## src/rtl/mips_pkg.sv

```systemverilog
// Shared MIPS datapath definitions: register indices, widths and base types.
package mips_pkg;

    localparam int unsigned DATA_W   = 32;
    localparam int unsigned ADDR_W   = 5;

    localparam int unsigned REG_ZERO = 0;
    localparam int unsigned REG_SP   = 29;
    localparam int unsigned REG_RA   = 31;

    typedef logic [ADDR_W-1:0] reg_idx_t;
    typedef logic [DATA_W-1:0] word_t;

endpackage : mips_pkg

```

## src/rtl/reg_en.sv

```systemverilog
// Generic W-bit register with synchronous active-low clear and load enable.
module reg_en #(
    parameter int unsigned W = 32
) (
    input  logic         clk,
    input  logic         reset_n,
    input  logic         i_load,
    input  logic [W-1:0] i_d,
    output logic [W-1:0] o_q
);

    logic [W-1:0] r_q;

    // Clear on reset, capture i_d when loaded, otherwise hold.
    always_ff @(posedge clk) begin
        if (!reset_n) begin
            r_q <= '0;
        end else if (i_load) begin
            r_q <= i_d;
        end
    end

    assign o_q = r_q;

endmodule : reg_en

```

## src/rtl/reg_bank_ab.sv

```systemverilog
// MIPS 32x32 register file with write-through bypass and A/B operand latches.
module reg_bank_ab #(
    parameter int unsigned DATA_W   = mips_pkg::DATA_W,
    parameter int unsigned ADDR_W   = mips_pkg::ADDR_W,
    parameter int unsigned SP_INDEX = mips_pkg::REG_SP,
    parameter int unsigned SP_RESET = 227
) (
    input  logic              clk,
    input  logic              reset_n,
    input  logic              regWrite,
    input  logic [ADDR_W-1:0] writeAddr,
    input  logic [DATA_W-1:0] writeData,
    input  logic [ADDR_W-1:0] readAddr1,
    input  logic [ADDR_W-1:0] readAddr2,
    input  logic              loadA,
    input  logic              loadB,
    output logic [DATA_W-1:0] readData1,
    output logic [DATA_W-1:0] readData2,
    output logic [DATA_W-1:0] regA,
    output logic [DATA_W-1:0] regB
);

    import mips_pkg::*;

    localparam int unsigned DEPTH = 2 ** ADDR_W;

    localparam logic [ADDR_W-1:0] IDX_ZERO = ADDR_W'(REG_ZERO);
    localparam logic [ADDR_W-1:0] IDX_SP   = ADDR_W'(SP_INDEX);
    localparam logic [DATA_W-1:0] SP_INIT  = DATA_W'(SP_RESET);

    logic [DATA_W-1:0] r_mem [DEPTH];

    logic w_wr_en;
    logic w_byp1;
    logic w_byp2;
    logic [DATA_W-1:0] w_rd1;
    logic [DATA_W-1:0] w_rd2;

    // Writes to register 0 are dropped so it reads as zero forever.
    assign w_wr_en = regWrite && (writeAddr != IDX_ZERO);

    // Storage array: reset defines every entry, then one write per cycle.
    always_ff @(posedge clk) begin
        if (!reset_n) begin
            for (int i = 0; i < int'(DEPTH); i++) begin
                r_mem[i] <= (ADDR_W'(i) == IDX_SP) ? SP_INIT : '0;
            end
        end else if (w_wr_en) begin
            r_mem[writeAddr] <= writeData;
        end
    end

    // Combinational read ports with same-cycle write-through bypass.
    always_comb begin
        w_byp1 = regWrite && (writeAddr == readAddr1);
        w_byp2 = regWrite && (writeAddr == readAddr2);
        w_rd1  = r_mem[readAddr1];
        w_rd2  = r_mem[readAddr2];
        if (readAddr1 == IDX_ZERO) begin
            w_rd1 = '0;
        end else if (w_byp1) begin
            w_rd1 = writeData;
        end
        if (readAddr2 == IDX_ZERO) begin
            w_rd2 = '0;
        end else if (w_byp2) begin
            w_rd2 = writeData;
        end
    end

    assign readData1 = w_rd1;
    assign readData2 = w_rd2;

    // Operand A latch, fed from the bypassed port-1 read.
    reg_en #(.W(DATA_W)) u_reg_a (
        .clk     (clk),
        .reset_n (reset_n),
        .i_load  (loadA),
        .i_d     (w_rd1),
        .o_q     (regA)
    );

    // Operand B latch, fed from the bypassed port-2 read.
    reg_en #(.W(DATA_W)) u_reg_b (
        .clk     (clk),
        .reset_n (reset_n),
        .i_load  (loadB),
        .i_d     (w_rd2),
        .o_q     (regB)
    );

endmodule : reg_bank_ab

```

## config.mk

```make
export PLATFORM = sky130hd
export DESIGN_NAME = reg_bank_ab
export DESIGN_NICKNAME = d
export VERILOG_FILES = /design/src/rtl/mips_pkg.sv /design/src/rtl/reg_en.sv /design/src/rtl/reg_bank_ab.sv
export SDC_FILE = /design/constraint.sdc
export NUM_CORES = 2
export LEC_CHECK = 0
export BUFFER_PORTS_ARGS = -buffer_cell sky130_fd_sc_hd__buf_4
export CORE_ASPECT_RATIO = 0.8
export CORE_UTILIZATION = 65
export DETAILED_ROUTE_END_ITERATION = 12
export PLACE_DENSITY_LB_ADDON = 0.08
export SKIP_LAST_GASP = 1
export SYNTH_ARGS = -nofsm -noshare
export SYNTH_HDL_FRONTEND = slang
export SYNTH_SLANG_ARGS = --single-unit
```

## constraint.sdc

```tcl
create_clock -name clk -period 14 [get_ports clk]
set_input_delay 2.8 -clock clk [delete_from_list [all_inputs] [get_ports clk]]
set_output_delay 2.8 -clock clk [all_outputs]
set_load 0.01 [all_outputs]
```

==> results.md <==
* Switching power share of the total at 25.64%
* Internal at 5.785 mW
* Root buffer cell: clkbuf_16
* First-pass GRT wire length at 284,500 um
* PwrDens at 123.5 nW/um^2
* WP data arrival at 6.74 ns
* Final HPWL DP at between 100,000 and 150,000 um
* PostCTS Resize Cnt at 0
* Syn Inst Count at 3,821
* Tmin final at 9.545 ns
* Final hold slack at 0.4683 ns
* Synth Area in XOR/XNOR at 0.1537%
* Total negative setup slack at 0 ns
* CP endpoint kind: output port
* Final number of setup-violating endpoints at 0
* Max Cap Violations at 0
* DRT Pass-1 Iters at 10
* Register area share after synthesis at between 50 and 60%
* Clock transition at path regs at 0.06 ns
* Filler cells at 5,322
* Post-Synth Adder-Cell Area at 0%
* Worst Setup Start Kind: input port
* Max FO, Critical Path at 48
* Core area at 86,240 um^2
* Initial antenna violation count at 27
* Yosys cell types at between 40 and 50
* Clk buf depth at 3
* Most common cell in the netlist: edfxtp_1
* Die Y at roughly 270 um
* Final cycle utilization of the critical path at 68.18%
* Die area at 88,840 um^2
* Initial DRC count at 8,454
* Main synth FF type: edfxtp_1
* Synthesis-stage register bit count at 1,088
* Leak pwr at 21.58 nW
* Port bufs at roughly 180
* Synth cell count leaders: 1,024 x edfxtp_1, 990 x and2_1, 506 x mux4_2, 285 x clkbuf_1, 148 x nor2_1
* Fin nets at around 3,900
* Clock Skew at between 0.02 and 0.025 ns
* GRT Total Usage at ~47%
* Clock power frac at 36.8%
* Setup CP Type: in2out
* Syn Area/Cell at 14.91 um^2
* Post-CTS setup buffer count at 0
* Post-synth ARST share at 0%
* WL final at about 210,000 um
* Yosys top cell by area: edfxtp_1
* RSZ-0062 raised after global routing: no
* P_sw at 1.995 mW
* I/O pins at 180
* Hold Crit Class: reg2reg
* Worst VDD drop at 91.69 uV
* TritonCTS buffer count at 106
* CTS tree: built
* Flop pwr share at about half
* Vias in the first global route at ~38,000
* Clk Latency, worst-skew pair at 0.70 ns
* Mapped Area at 56,970 um^2
* Post-DRT Antenna Nets at 0
* Max-slew violation count at 0
* Area grow syn2layout at 10.54%
* Max Freq at around 0.10 GHz
* CTS Sinks at 1,088
* Final hold vios at 0
* Least-Margin Pin Slew at 1.473 ns
* GP Congestion at 0.9504
* Outcome: finished, final reports clean
* Max_slew headroom at 1.710%
* Pwr Total at 7.780 mW
* Initial core utilization at around 66%
* Required time of the critical path at 11.20 ns
* Largest net degree at the start of global routing at between 100 and 150
* Vias at 39,870
* Num rows at 96
* H-tree levels at 3
* DR WL/cell at 40.42 um
* Share of the synthesized area in the top cell type at a little over half
* Synthesis Warnings at 0
* Top post-synthesis cells by area: edfxtp_1 54%, mux4_2 20%, and2_1 11%
* Largest family of logic cells by synthesized area: multiplexers
* Hold buffers post-CTS at 0
* GRT overflow at 0
* Synth Area in Compound Gates at 4.092%
* Post-synth EDFFs at 1,024
* Simple-Gate Fraction of Synth Area at 13.49%
* Die Span X at 333.0 um
* Combinational share of power at 13.6%
* Proportion of synthesized area in mux cells at 22.87%
* Vias/cell at 7.848
* Share of cells above drive strength 1 at 27.43%
* Remaining DRCs at 0
==> power by group through the flow <==
stage	registers, mW	clock network [mW]	logic, mW
after floorplan	3.88	0	0.611
after global placement	3.89	0	1.00
after detailed placement	3.91	0	1.02
after CTS	3.85	2.85	1.02
after global routing	3.87	2.96	1.08
final	3.86	2.87	1.06
==> sequential cells by signal, summed over array words and instances, names as in the netlist <==
| register | flops |
|---|---|
| u_reg_a.o_q | 32 |
| u_reg_b.o_q | 32 |
| r_mem | 1024 |
==> layout by cell type, fill, tap and decap left out, types with 12 or more instances in the layout <==
master     netlist  final
buf_4           18    283
mux2i_1        106    106
a22o_1          12     12
nand2_1         34     32
a222oi_1        32     32
clkinv_2         0     18
nor4_1          34     31
and2_1         990    990
o21ai_4          0     31
a211oi_1        14     14
nor2_2           0     12
nor2_4           0     20
o31ai_1         14     14
clkbuf_1       285     32
nor2_1         148    116
edfxtp_1      1024   1024
a22oi_1         17     17
clkinv_1         2     21
o21ai_0         70     39
dfxtp_1         64     64
conb_1           1     32
mux4_2         506    506
mux2_2          51     51
diode_2          0     23
nor3_1          27     26
o22ai_1        147    147
clkbuf_16        0    110
==> routing by layer <==
layer / track usage (%) / up-vias / wire [um]
li1: - / 14821 / -
met1: 59.37 / 19561 / 65070
met2: 64.52 / 4552 / 85720
met3: 22.86 / 925 / 40410
met4: 27.08 / 11 / 13770
met5: 2.619 / - / 359
==> cell type report <==
cell class | instances | area, um^2 | area share (%)
clock buffers | 146 | 2928 | 4.649
clock inverters | 49 | 431.7 | 0.6854
well taps | 1127 | 1410 | 2.239
diodes | 23 | 57.56 | 0.09139
repair buffers | 291 | 2260 | 3.588
inverters | 4 | 16.27 | 0.02583
flip-flops and latches | 1088 | 32030 | 50.86
multi-input cells | 2352 | 23840 | 37.86
==> stage by stage <==
stage               setup WS, ns  util (%)  cell area, um^2  instances
finish                     4.455     73.02            62980       5080
global route               4.194     72.99            62950       5067
floorplan                  6.581         -            57090       3852
CTS                        4.475     72.95            62910       5057
global placement           4.574     69.05            59550       4862
detailed placement         4.510     69.05            59550       4862
==> kinds of logic after synthesis <==
logic type	Yosys count
AND/OR/NAND/NOR	1301
XOR/XNOR	10
flip-flops	1088
buffers and inverters	412
AO/OA/AOI/OAI	346
other	1
multiplexers	663
==> worst max-delay path: stages <==
cell and delay (ns):
buf_8 0.37, buf_4 0.81, buf_4 0.65, mux4_2 0.58, mux2i_1 0.18, a221oi_1 0.13
nor3_1 0.72, nor3_1 0.14, buf_4 0.19
==> path summary, 6_finish.rpt <==
| check | start | to | slack [ns] | cells after the start |
|---|---|---|---|---|
| worst min register to register | u_reg_b.o_q[8]$_SDFFE_PN0P_ | u_reg_b.o_q[8]$_SDFFE_PN0P_ | 0.47 | 2 |
| worst max-delay path | readAddr2[0] | readData2[22] | 4.46 | 9 |
| worst min-delay path | u_reg_b.o_q[8]$_SDFFE_PN0P_ | u_reg_b.o_q[8]$_SDFFE_PN0P_ | 0.47 | 2 |
| worst max register to register | r_mem[31][7]$_SDFFCE_PN0P_ | u_reg_b.o_q[7]$_SDFFE_PN0P_ | 11.24 | 5 |
(Power assumes the default switching activity.)
